[src/rtl/urv_defs.sv]
`default_nettype none
// ============================================================================
// Package : urv_defs
// Brief   : shared uRV encodings: NOP word, fetch states, default reset vector
// Revision: 1.0
// ============================================================================
package urv_defs;

  localparam logic [31:0] c_nop          = 32'h0000_0013;
  localparam logic [31:0] c_reset_vector = 32'h0000_0000;

  typedef enum logic [1:0] {
    FETCH_BOOT  = 2'd0,
    FETCH_RUN   = 2'd1,
    FETCH_FLUSH = 2'd2
  } fetch_state_t;

endpackage
`default_nettype wire

[src/rtl/urv_fetch_queue.sv]
`default_nettype none
// ============================================================================
// Module  : urv_fetch_queue
// Brief   : synchronous FIFO with flush; push and pop together on full is legal
// Revision: 1.0
// ============================================================================
module urv_fetch_queue #(
  parameter int WIDTH = 64,
  parameter int DEPTH = 2
) (
  input  logic                       clk_i,
  input  logic                       rst_n_i,
  input  logic                       flush_i,
  input  logic                       push_i,
  input  logic                       pop_i,
  input  logic [WIDTH-1:0]           data_i,
  output logic [WIDTH-1:0]           data_o,
  output logic [$clog2(DEPTH+1)-1:0] count_o,
  output logic                       full_o,
  output logic                       empty_o
);

  localparam int c_aw = (DEPTH > 1) ? $clog2(DEPTH) : 1;
  localparam int c_cw = $clog2(DEPTH + 1);

  logic [WIDTH-1:0] r_mem [DEPTH];
  logic [c_aw-1:0]  r_rd_ptr;
  logic [c_aw-1:0]  r_wr_ptr;
  logic [c_cw-1:0]  r_count;
  logic             w_push;
  logic             w_pop;

  function automatic logic [c_aw-1:0] f_next(input logic [c_aw-1:0] p);
    return (p == c_aw'(DEPTH - 1)) ? '0 : p + c_aw'(1);
  endfunction

  assign full_o  = (r_count == c_cw'(DEPTH));
  assign empty_o = (r_count == '0);
  assign count_o = r_count;
  assign data_o  = r_mem[r_rd_ptr];
  assign w_pop   = pop_i && !empty_o;
  assign w_push  = push_i && (!full_o || w_pop);

  always_ff @(posedge clk_i or negedge rst_n_i) begin
    if (!rst_n_i) begin
      r_rd_ptr <= '0;
      r_wr_ptr <= '0;
      r_count  <= '0;
    end else if (flush_i) begin
      r_rd_ptr <= '0;
      r_wr_ptr <= '0;
      r_count  <= '0;
    end else begin
      if (w_push) r_wr_ptr <= f_next(r_wr_ptr);
      if (w_pop)  r_rd_ptr <= f_next(r_rd_ptr);
      case ({w_push, w_pop})
        2'b10:   r_count <= r_count + c_cw'(1);
        2'b01:   r_count <= r_count - c_cw'(1);
        default: r_count <= r_count;
      endcase
    end
  end

  always_ff @(posedge clk_i) begin
    if (w_push && !flush_i) r_mem[r_wr_ptr] <= data_i;
  end

endmodule
`default_nettype wire

[src/rtl/urv_fetch.sv]
`default_nettype none
// ============================================================================
// Module  : urv_fetch
// Brief   : uRV instruction fetch; URV_FETCH_ALIGN_CHECK_EN adds f_misaligned_o
// Revision: 1.0
// ============================================================================
module urv_fetch
  import urv_defs::*;
#(
  parameter logic [31:0] RESET_VECTOR    = c_reset_vector,
  parameter int          MAX_OUTSTANDING = 2
) (
  input  logic        clk_i,
  input  logic        rst_n_i,
  input  logic        f_stall_i,
  input  logic        f_kill_i,
  input  logic        x_bra_i,
  input  logic [31:0] x_bra_target_i,
  output logic        im_rd_o,
  output logic [31:0] im_addr_o,
  input  logic [31:0] im_data_i,
  input  logic        im_valid_i,
  output logic [31:0] f_ir_o,
  output logic [31:0] f_pc_o,
`ifdef URV_FETCH_ALIGN_CHECK_EN
  output logic        f_misaligned_o,
`endif
  output logic        f_valid_o
);

  localparam int c_cw = $clog2(MAX_OUTSTANDING + 1);
`ifdef URV_FETCH_ALIGN_CHECK_EN
  localparam int c_tw = 33;
`else
  localparam int c_tw = 32;
`endif
  localparam int            c_qw  = c_tw + 32;
  localparam logic [c_cw:0] c_max = (c_cw + 1)'(MAX_OUTSTANDING);

  fetch_state_t    r_state;
  logic [31:0]     r_pc;
  logic [c_cw-1:0] r_out;
  logic [c_cw-1:0] r_drop;
  logic [c_cw-1:0] w_drop_next;
  logic [c_cw-1:0] w_q_count;
  logic [c_cw-1:0] w_tag_count;
  logic [c_cw:0]   w_inflight;
  logic            w_q_full, w_q_empty, w_tag_full, w_tag_empty;
  logic [c_tw-1:0] w_tag_din, w_tag_dout;
  logic [c_qw-1:0] w_q_dout;
  logic            w_issue, w_accept, w_q_pop;
  logic [31:0]     w_target;

  assign w_target    = x_bra_target_i & 32'hFFFF_FFFC;
  assign w_inflight  = {1'b0, r_out} + {1'b0, w_q_count};
  assign w_issue     = (r_state != FETCH_BOOT) && (w_inflight < c_max) && !x_bra_i;
  assign w_accept    = im_valid_i && (r_drop == '0) && !x_bra_i;
  assign w_q_pop     = !x_bra_i && !f_kill_i && !f_stall_i && !w_q_empty;
  assign w_drop_next = r_out - c_cw'(im_valid_i);
  assign im_rd_o     = w_issue;
  assign im_addr_o   = r_pc;

`ifdef URV_FETCH_ALIGN_CHECK_EN
  // The tag of the first fetch after an unaligned redirect carries the raw target.
  logic        r_mis_pend;
  logic [31:0] r_mis_pc;

  assign w_tag_din = {r_mis_pend, r_mis_pend ? r_mis_pc : r_pc};

  always_ff @(posedge clk_i or negedge rst_n_i) begin
    if (!rst_n_i) begin
      r_mis_pend <= 1'b0;
      r_mis_pc   <= '0;
    end else if (x_bra_i) begin
      r_mis_pend <= |x_bra_target_i[1:0];
      r_mis_pc   <= x_bra_target_i;
    end else if (w_issue) begin
      r_mis_pend <= 1'b0;
    end
  end
`else
  assign w_tag_din = r_pc;
`endif

  urv_fetch_queue #(.WIDTH(c_tw), .DEPTH(MAX_OUTSTANDING)) u_tag_fifo (
    .clk_i   (clk_i),
    .rst_n_i (rst_n_i),
    .flush_i (x_bra_i),
    .push_i  (w_issue),
    .pop_i   (w_accept),
    .data_i  (w_tag_din),
    .data_o  (w_tag_dout),
    .count_o (w_tag_count),
    .full_o  (w_tag_full),
    .empty_o (w_tag_empty)
  );

  urv_fetch_queue #(.WIDTH(c_qw), .DEPTH(MAX_OUTSTANDING)) u_queue (
    .clk_i   (clk_i),
    .rst_n_i (rst_n_i),
    .flush_i (x_bra_i),
    .push_i  (w_accept),
    .pop_i   (w_q_pop),
    .data_i  ({w_tag_dout, im_data_i}),
    .data_o  (w_q_dout),
    .count_o (w_q_count),
    .full_o  (w_q_full),
    .empty_o (w_q_empty)
  );

  always_ff @(posedge clk_i or negedge rst_n_i) begin
    if (!rst_n_i) begin
      r_state <= FETCH_BOOT;
      r_pc    <= RESET_VECTOR;
      r_out   <= '0;
      r_drop  <= '0;
    end else begin
      r_out <= r_out + c_cw'(w_issue) - c_cw'(im_valid_i);
      if (x_bra_i) begin
        // Everything still in flight, minus a word landing now, must be discarded.
        r_pc    <= w_target;
        r_drop  <= w_drop_next;
        r_state <= (w_drop_next != '0) ? FETCH_FLUSH : FETCH_RUN;
      end else begin
        if (w_issue) r_pc <= r_pc + 32'd4;
        case (r_state)
          FETCH_BOOT: r_state <= FETCH_RUN;
          FETCH_FLUSH: begin
            if (im_valid_i) begin
              r_drop <= r_drop - c_cw'(1);
              if (r_drop == c_cw'(1)) r_state <= FETCH_RUN;
            end
          end
          default: r_state <= r_state;
        endcase
      end
    end
  end

  always_ff @(posedge clk_i or negedge rst_n_i) begin
    if (!rst_n_i) begin
      f_valid_o      <= 1'b0;
      f_ir_o         <= c_nop;
      f_pc_o         <= '0;
`ifdef URV_FETCH_ALIGN_CHECK_EN
      f_misaligned_o <= 1'b0;
`endif
    end else if (x_bra_i || f_kill_i) begin
      f_valid_o <= 1'b0;
    end else if (!f_stall_i) begin
      f_valid_o <= !w_q_empty;
      if (!w_q_empty) begin
        f_ir_o         <= w_q_dout[31:0];
        f_pc_o         <= w_q_dout[63:32];
`ifdef URV_FETCH_ALIGN_CHECK_EN
        f_misaligned_o <= w_q_dout[64];
`endif
      end
    end
  end

`ifndef SYNTHESIS
  a_push_full: assert property (@(posedge clk_i) disable iff (!rst_n_i)
    !(w_accept && w_q_full && !w_q_pop));
  a_resp_idle: assert property (@(posedge clk_i) disable iff (!rst_n_i)
    !(im_valid_i && (r_out == '0)));
  a_tag_sane: assert property (@(posedge clk_i) disable iff (!rst_n_i)
    !(w_issue && w_tag_full) && !(w_accept && w_tag_empty) && (w_tag_count <= r_out));
`endif

endmodule
`default_nettype wire

[config.mk]
export PLATFORM = sky130hd
export DESIGN_NAME = urv_fetch
export DESIGN_NICKNAME = d
export VERILOG_FILES = /design/src/rtl/urv_defs.sv /design/src/rtl/urv_fetch_queue.sv /design/src/rtl/urv_fetch.sv
export SDC_FILE = /design/constraint.sdc
export NUM_CORES = 1
export LEC_CHECK = 0
export ABC_AREA = 1
export BUFFER_PORTS_ARGS = -buffer_cell sky130_fd_sc_hd__buf_2
export CORE_ASPECT_RATIO = 0.5
export CORE_MARGIN = 2
export CORE_UTILIZATION = 52
export DETAILED_ROUTE_END_ITERATION = 10
export PLACE_DENSITY = 0.76
export SYNTH_ARGS = -nofsm -noshare
export SYNTH_HDL_FRONTEND = slang
export SYNTH_SLANG_ARGS = --single-unit
export TNS_END_PERCENT = 30
[constraint.sdc]
create_clock -name clk_i -period 4.2 [get_ports clk_i]
set_input_delay 0.42 -clock clk_i [delete_from_list [all_inputs] [get_ports clk_i]]
set_output_delay 0.42 -clock clk_i [all_outputs]
set_load 0.02 [all_outputs]
Yosys cells after proc, flatten, opt, wreduce, memory -nomap -nowiden
Memories as Yosys holds them, arrays and structs flattened. A register that Yosys moved wholly into a read port is not among the register bits.
Cells that the tools add are included.
{"block": "totals", "ff_bits": 47, "mem_bits_rw": 192, "in_bits": 70, "out_inout_bits": 98, "elab_cells": 117, "memories": 2}
{"name": "u_queue.r_mem", "words": 2, "word_bits": 64, "rd": 1, "rd_clocked_by_memory_dff": 1, "wr": 1, "line_no": "urv_fetch_queue.sv:26", "text": "logic [WIDTH-1:0] r_mem [DEPTH];"}
{"name": "u_tag_fifo.r_mem", "words": 2, "word_bits": 32, "rd": 1, "rd_clocked_by_memory_dff": 0, "wr": 1, "line_no": "urv_fetch_queue.sv:26"}
{"block": "classes", "n_addsub": 14, "order_cmp": 1, "n_eq_ne": 11, "n_mux": 32, "n_bitwise": 3, "n_reduce_logical": 43}
{"cell": "two-way mux 32 bit", "n": 2}
{"cell": "adder 32 x 3 -> 32 bit (second input constant)", "n": 1}
{"cell": "two-way mux 1 bit", "n": 18}
{"cell": "two-way mux 2 bit", "n": 9}
{"cell": "nonzero test 2 bit", "n": 9}
{"cell": "logical AND 1 bit", "n": 13}
{"cell": "case mux 2 bit (2 select lines)", "n": 3}
{"cell": "== test 2 bit (second input constant)", "n": 5}
{"cell": "nonzero test 3 bit", "n": 3}
{"cell": "zero test 1 bit", "n": 8}
{"cell": "zero test 2 bit", "n": 4}
{"cell": "== test 2 x 1 -> 1 bit (second input constant)", "n": 3}
{"cell": "!= test 3 bit (second input constant)", "n": 2}
{"cell": "AND reduction 3 bit", "n": 2}
{"cell": "subtractor 2 x 1 -> 2 bit (second input constant)", "n": 3}
{"cell": "adder 1 bit (second input constant)", "n": 4}
{"cell": "adder 2 x 1 -> 2 bit (second input constant)", "n": 2}
{"cell": "subtractor 2 x 1 -> 2 bit", "n": 2}
{"cell": "adder 2 x 2 -> 3 bit", "n": 1}
{"cell": "logical OR 1 bit", "n": 3}
{"cell": "< comparator 3 x 2 -> 1 bit (second input constant)", "n": 1}
{"cell": "NOT 1 bit", "n": 3}
{"cell": "adder 2 x 1 -> 2 bit", "n": 1}
{"cell": "!= test 2 x 1 -> 1 bit (second input constant)", "n": 1}
{"cell": "AND reduction 2 bit", "n": 1}

Depth between registers and ports, before layout
{"block": "logic_depth", "ltp_word": 10, "mapped_depth": 11, "mapped_depth_nobuf": 11}

Cells and area by module
From an unflattened synthesis, not the netlist that was laid out.
{"block": "hier_totals", "cells_unflattened": 1238, "area_unflattened_um2": 12559.5}
{"mod": "urv_fetch", "n_inst": 1, "cells_each": 657, "area_per_inst_um2": 5093.6, "seq_area_each_um2": 2531.2}
{"mod": "urv_fetch_queue at u_queue", "n_inst": 1, "cells_each": 374, "area_per_inst_um2": 4890.9, "seq_area_each_um2": 3943.8}
{"mod": "urv_fetch_queue at u_tag_fifo", "n_inst": 1, "cells_each": 207, "area_per_inst_um2": 2575.0, "seq_area_each_um2": 2021.9}

Worst setup path before layout
No wires, ideal clock.
{"block": "synth_path", "kind": "input to register", "startpoint": "input x_bra_i", "endpoint": "memory u_queue.r_mem[0][0], enable pin", "setup_time_ps": 482, "arrival_ps": 3595, "required_ps": 3718, "slack_ps": 122, "stages": 6, "path_buffers": 1, "cell_sequence": "buf_4 -> nor2_4 -> nand2_1 -> nor2_1 -> o21ai_0 -> nor2_1"}
{"block": "synth_via", "elab_chain_cells": 10, "elab_cells_between_ends": 11, "classes_between": "2 x mux; 9 x reduce/logical"}
{"element": "start, declared", "line_no": "urv_fetch.sv:17", "text": "input logic x_bra_i,"}
{"element": "zero test 1 bit *", "line_no": "urv_fetch_queue.sv:65, urv_fetch.sv:57, urv_fetch.sv:58"}
{"element": "logical AND 1 bit (3 in series)", "line_no": "urv_fetch.sv:58", "text": "assign w_q_pop = !x_bra_i && !f_kill_i && !f_stall_i && !w_q_empty;"}
{"element": "logical AND 1 bit", "line_no": "urv_fetch_queue.sv:41", "text": "assign w_pop = pop_i && !empty_o;"}
{"element": "logical OR 1 bit", "line_no": "urv_fetch_queue.sv:42", "text": "assign w_push = push_i && (!full_o || w_pop);"}
{"element": "logical AND 1 bit", "line_no": "urv_fetch_queue.sv:42"}
{"element": "logical AND 1 bit *", "line_no": "urv_fetch_queue.sv:65", "text": "if (w_push && !flush_i) r_mem[r_wr_ptr] <= data_i;"}
{"element": "two-way mux 1 bit *", "line_no": "urv_fetch_queue.sv:65"}
{"element": "two-way mux 1 bit (not written as such) *", "line_no": "urv_fetch_queue.sv:65"}
{"element": "end, declared", "line_no": "urv_fetch_queue.sv:26"}
Mark *: on every way between the ends. The rest lies on a longest branch, timed or not.

Final worst setup path
{"block": "layout_path", "startpoint": "register u_queue.r_count[0], in the netlist u_queue.count_o[0]", "endpoint": "output im_rd_o"}
{"block": "layout_via", "elab_chain_cells": 4}
{"element": "start, declared", "line_no": "urv_fetch_queue.sv:29", "text": "logic [c_cw-1:0] r_count;"}
{"element": "start signal, assigned", "line_no": "urv_fetch_queue.sv:57", "text": "2'b10: r_count <= r_count + c_cw'(1);"}
{"element": "start signal, assigned", "line_no": "urv_fetch_queue.sv:58", "text": "2'b01: r_count <= r_count - c_cw'(1);"}
{"element": "start signal, assigned", "line_no": "urv_fetch_queue.sv:59", "text": "default: r_count <= r_count;"}
{"element": "adder 2 x 2 -> 3 bit", "line_no": "urv_fetch.sv:55", "text": "assign w_inflight = {1'b0, r_out} + {1'b0, w_q_count};"}
{"element": "< comparator 3 x 2 -> 1 bit", "line_no": "urv_fetch.sv:56", "text": "assign w_issue = (r_state != FETCH_BOOT) && (w_inflight < c_max) && !x_bra_i;"}
{"element": "logical AND 1 bit (2 in series)", "line_no": "urv_fetch.sv:56"}
{"element": "end, declared", "line_no": "urv_fetch.sv:19", "text": "output logic im_rd_o,"}
No other way between the ends.

==> results.md <==
| Quantity | This run |
|:---|:---|
| Status | completed |
| Post-CTS Hold Buffers | 1 |
| Post-CTS setup repair buffer count | 0 |
| Number of global-route vias before repair | 7862 |
| # port buffers | 161 |
| Die area | 24010 um2 |
| Yosys Warn Count | 0 |
| Power Density | 707.6 nW/um2 |
| Arrival time of data at the critical path endpoint | 2410 ps |
| Max incr delay on CP | 430 ps |
| Via count normalized by instance count | 5.290 |
| Number of nets in the final layout | 1249 |
| Effective utilization at floorplan | 53.78% |
| Max-cap violations | 0 |
| Worst-Margin Slew | 986.7 ps |
| CP top delay family | buffers and inverters |
| Count of pins over their slew limit | 0 |
| Die W | 217.2 um |
| Post-Route Skew | 22.23 ps |
| Static leakage | 5.743 nW |
| Standard-cell rows | 38 |
| Pin count of the biggest net entering global routing | 96 |
| Growth of design area from synthesis to finish | 16.68% |
| Clock tree root driver cell | clkbuf_16 |
| Remaining antenna violation count after routing | 0 |
| Source of the critical timing path | u_queue.count_o[0]$_DFFE_PN0P_ |
| HPWL after DPL | 16.27 mm |
| Crit path buffers/inverters | 3 |
| Dpl cells | 1444 |
| Total of flip-flops plus latches after synthesis | 291 |
| Final critical-path share of the clock period | 67.34% |
| RSZ-0062 raised after global routing | false |
| Initial antenna violation count | 0 |
| Worst path depth | 8 |
| Vert. Die Dim | 110.6 um |
| Shortest clock period the worst path allows after layout | 2828 ps |
| Setup crit start kind | flip-flop |
| Number of endpoints with negative hold slack in the final report | 0 |
| Layout fillers | 1728 |
| DRC Markers | 0 |
| Worst setup path category | flip-flop to output port |
| Clock buffer count from CTS | 26 |
| Number of antenna repair diodes | 0 |
| Core area | 21970 um2 |
| Standard cell area after detailed placement | 12860 um2 |
| Worst-case clock buffer depth | 3 |
| DRC marker count from the first detailed-route iteration | 691 |
| Startpoint of the most critical hold path | im_data_i[5] |
| CTS resizes | 0 |
| Worst setup path endpoint | im_rd_o |
| Count of vias placed by the detailed router | 7898 |
| Overall power of the completed layout | 0.009753 W |
| Max Clk Rate | 0.3536 GHz |
| Number of iterations in the first detailed-routing pass | 5 |
| Global routing usage on met2 | 35.51% |
| Global-route wire length before repair | 40.70 mm |
| Synth Cell Area | 11810 um2 |
| Post-route non-filler standard cell count | 1493 |
| Worst min path class | input pin to flip-flop |
| Normalized max-slew margin | 34.22% |
| Detailed-route wire length per cell | 16.97 um |
| Final wirelength | 25.33 mm |
| Count of final setup violators | 0 |
| Post-synthesis cell count | 1013 |
| Share of cells above drive strength 1 | 22.80% |
| Post-route cell area | 13780 um2 |
| Final core area utilization | 62.75% |
| Clock latency at the later pin of the worst-skew pair | 540 ps |
| GR Layer Usage met1 | 29.59% |
| Global placement routability congestion | 0.8927 |
| GRT met3 Usage | 3.994% |
| R2R Path End | u_queue.r_mem[0][20]$_DFFE_PP_ |
| Critical path's slowest cell | fa_1 |
| Proportion of synthesized chip area in sequential cells | 69.47% |
| Worst path cell trace | nand2_1 -> inv_1 -> fa_1 -> nor2_1 -> nand2_2 -> nor2_4 -> buf_4 -> buf_2 |
| Distinct cell type count after synthesis | 36 |
| Mean instance size in the synthesized netlist | 11.66 um2 |
| CTS tree | done |
| Register-to-Register Setup Slack | 1650 ps |
| CTS HTree Levels | 1 |
| Largest driver fanout on the critical path | 27 |
| Nature of the critical path endpoint | output port |
| GR peak layer | met2 |
| Worst r2r src | r_drop[0]$_DFFE_PN0P_ |
| Overflow left after global routing | 0 |
| Logic depth of the worst register-to-register path | 7 |
| Required time reported for the critical path endpoint | 3780 ps |
| Total track usage | 21.48% |
| Clk sink count | 291 |
| Clk slew on worst S/H paths | 70 ps |
| Final TNS setup | 0 ps |
| Count of pins on the block boundary | 168 |
| VDD IR max | 276.9 uV |
## layout make-up
class / count / area, um2 / area share, %
Clock buffer: 30 / 696.9 / 5.056
Timing Repair Buffer: 174 / 908.4 / 6.590
Clock inverter: 18 / 216.5 / 1.570
Sequential cell: 291 / 8208 / 59.55
Multi-Input combinational cell: 637 / 3217 / 23.34
Inverter: 43 / 161.4 / 1.171
Tap cell: 300 / 375.4 / 2.723
## layer usage
metal / up-vias / wire, um
li1: 3783 / -
met1: 3836 / 11250
met2: 237 / 12140
met3: 42 / 1473
met4: 0 / 471
met5: - / 0
## flip-flops by register name (all words and copies together), names as in the netlist
| name | cells |
|---|---|
| r_state | 2 |
| f_pc_o | 30 |
| f_ir_o | 32 |
| u_tag_fifo.r_wr_ptr | 1 |
| u_queue.r_wr_ptr | 1 |
| u_tag_fifo.r_rd_ptr | 1 |
| im_addr_o | 30 |
| r_drop | 2 |
| f_valid_o | 1 |
| r_out | 2 |
| u_tag_fifo.count_o | 2 |
| u_queue.r_mem | 124 |
| u_tag_fifo.r_mem | 60 |
| u_queue.r_rd_ptr | 1 |
| u_queue.count_o | 2 |
## logic make-up after synthesis
logic type / after synthesis / share of synthesized area, %
fa+ha+maj: 6 / 0.6991
xor+xnor: 14 / 1.038
simple gates: 486 / 16.63
compound gates: 97 / 5.709
flops: 291 / 69.47
other cells: 1 / 0.03175
mux: 30 / 2.860
buf+inv: 88 / 3.559
## synthesized netlist by cell type (all sizes together)
| master | number | area (um2) |
|---|---|---|
| a21oi | 3 | 15.01 |
| a22o | 1 | 8.760 |
| a31oi | 4 | 25.02 |
| and2 | 1 | 7.510 |
| buf | 30 | 202.7 |
| clkbuf | 15 | 56.30 |
| conb | 1 | 3.750 |
| dfrtp | 104 | 2603 |
| dfstp | 3 | 78.83 |
| edfxtp | 184 | 5525 |
| fa | 1 | 20.02 |
| ha | 5 | 62.56 |
| inv | 43 | 161.4 |
| mux2 | 30 | 337.8 |
| nand2 | 234 | 885.9 |
| nand3 | 52 | 265.3 |
| nand3b | 3 | 22.52 |
| nand4 | 5 | 31.28 |
| nor2 | 190 | 745.7 |
| o211ai | 3 | 22.52 |
| o21ai | 19 | 95.09 |
| o21bai | 4 | 33.78 |
| o311ai | 1 | 8.760 |
| o31ai | 62 | 465.5 |
| or2 | 1 | 6.260 |
| xnor2 | 3 | 26.28 |
| xor2 | 11 | 96.34 |
## placed cells by master, fill, tap and decap left out, types with 4 or more instances in the layout
cell,n
xor2_1,11
clkbuf_16,27
edfxtp_1,184
buf_4,13
nor2_2,6
inv_1,42
conb_1,4
clkinv_2,7
nand3_1,51
buf_2,160
ha_1,5
o21ai_0,17
nand2_1,231
nand4_1,5
bufinv_16,4
a31oi_1,4
nor2_4,5
o31ai_1,62
mux2_2,30
dfrtp_1,103
nor2_1,179
## how the worst min path moves through the flow
stage	to	cells after the start
detailed placement	f_pc_o[29]$_DFFE_PN0P_	2
global route	u_queue.r_mem[1][2]$_DFFE_PP_	1
CTS	u_queue.r_mem[0][6]$_DFFE_PP_	1
global placement	f_ir_o[12]$_DFFE_PN0P_	2
finish	u_queue.r_mem[0][5]$_DFFE_PP_	1
floorplan	f_ir_o[10]$_DFFE_PN0P_	0
## report_power, final
group / switching [W] / total (W) / internal, W
Sequential: 0.000608 / 0.00457 / 0.00396
Combinational: 0.00177 / 0.00266 / 0.000899
Clock: 0.00106 / 0.00252 / 0.00146
## metrics by stage
step           setup WS [ps]  hold WS, ps
2_1_floorplan          122.2        124.4
3_3_place_gp            1514        458.5
3_5_place_dp            1460        463.9
4_1_cts                 1347        54.09
5_1_grt                 1200        50.08
6_report                1372        78.85
No activity file was read; power rests on OpenSTA's default activity.
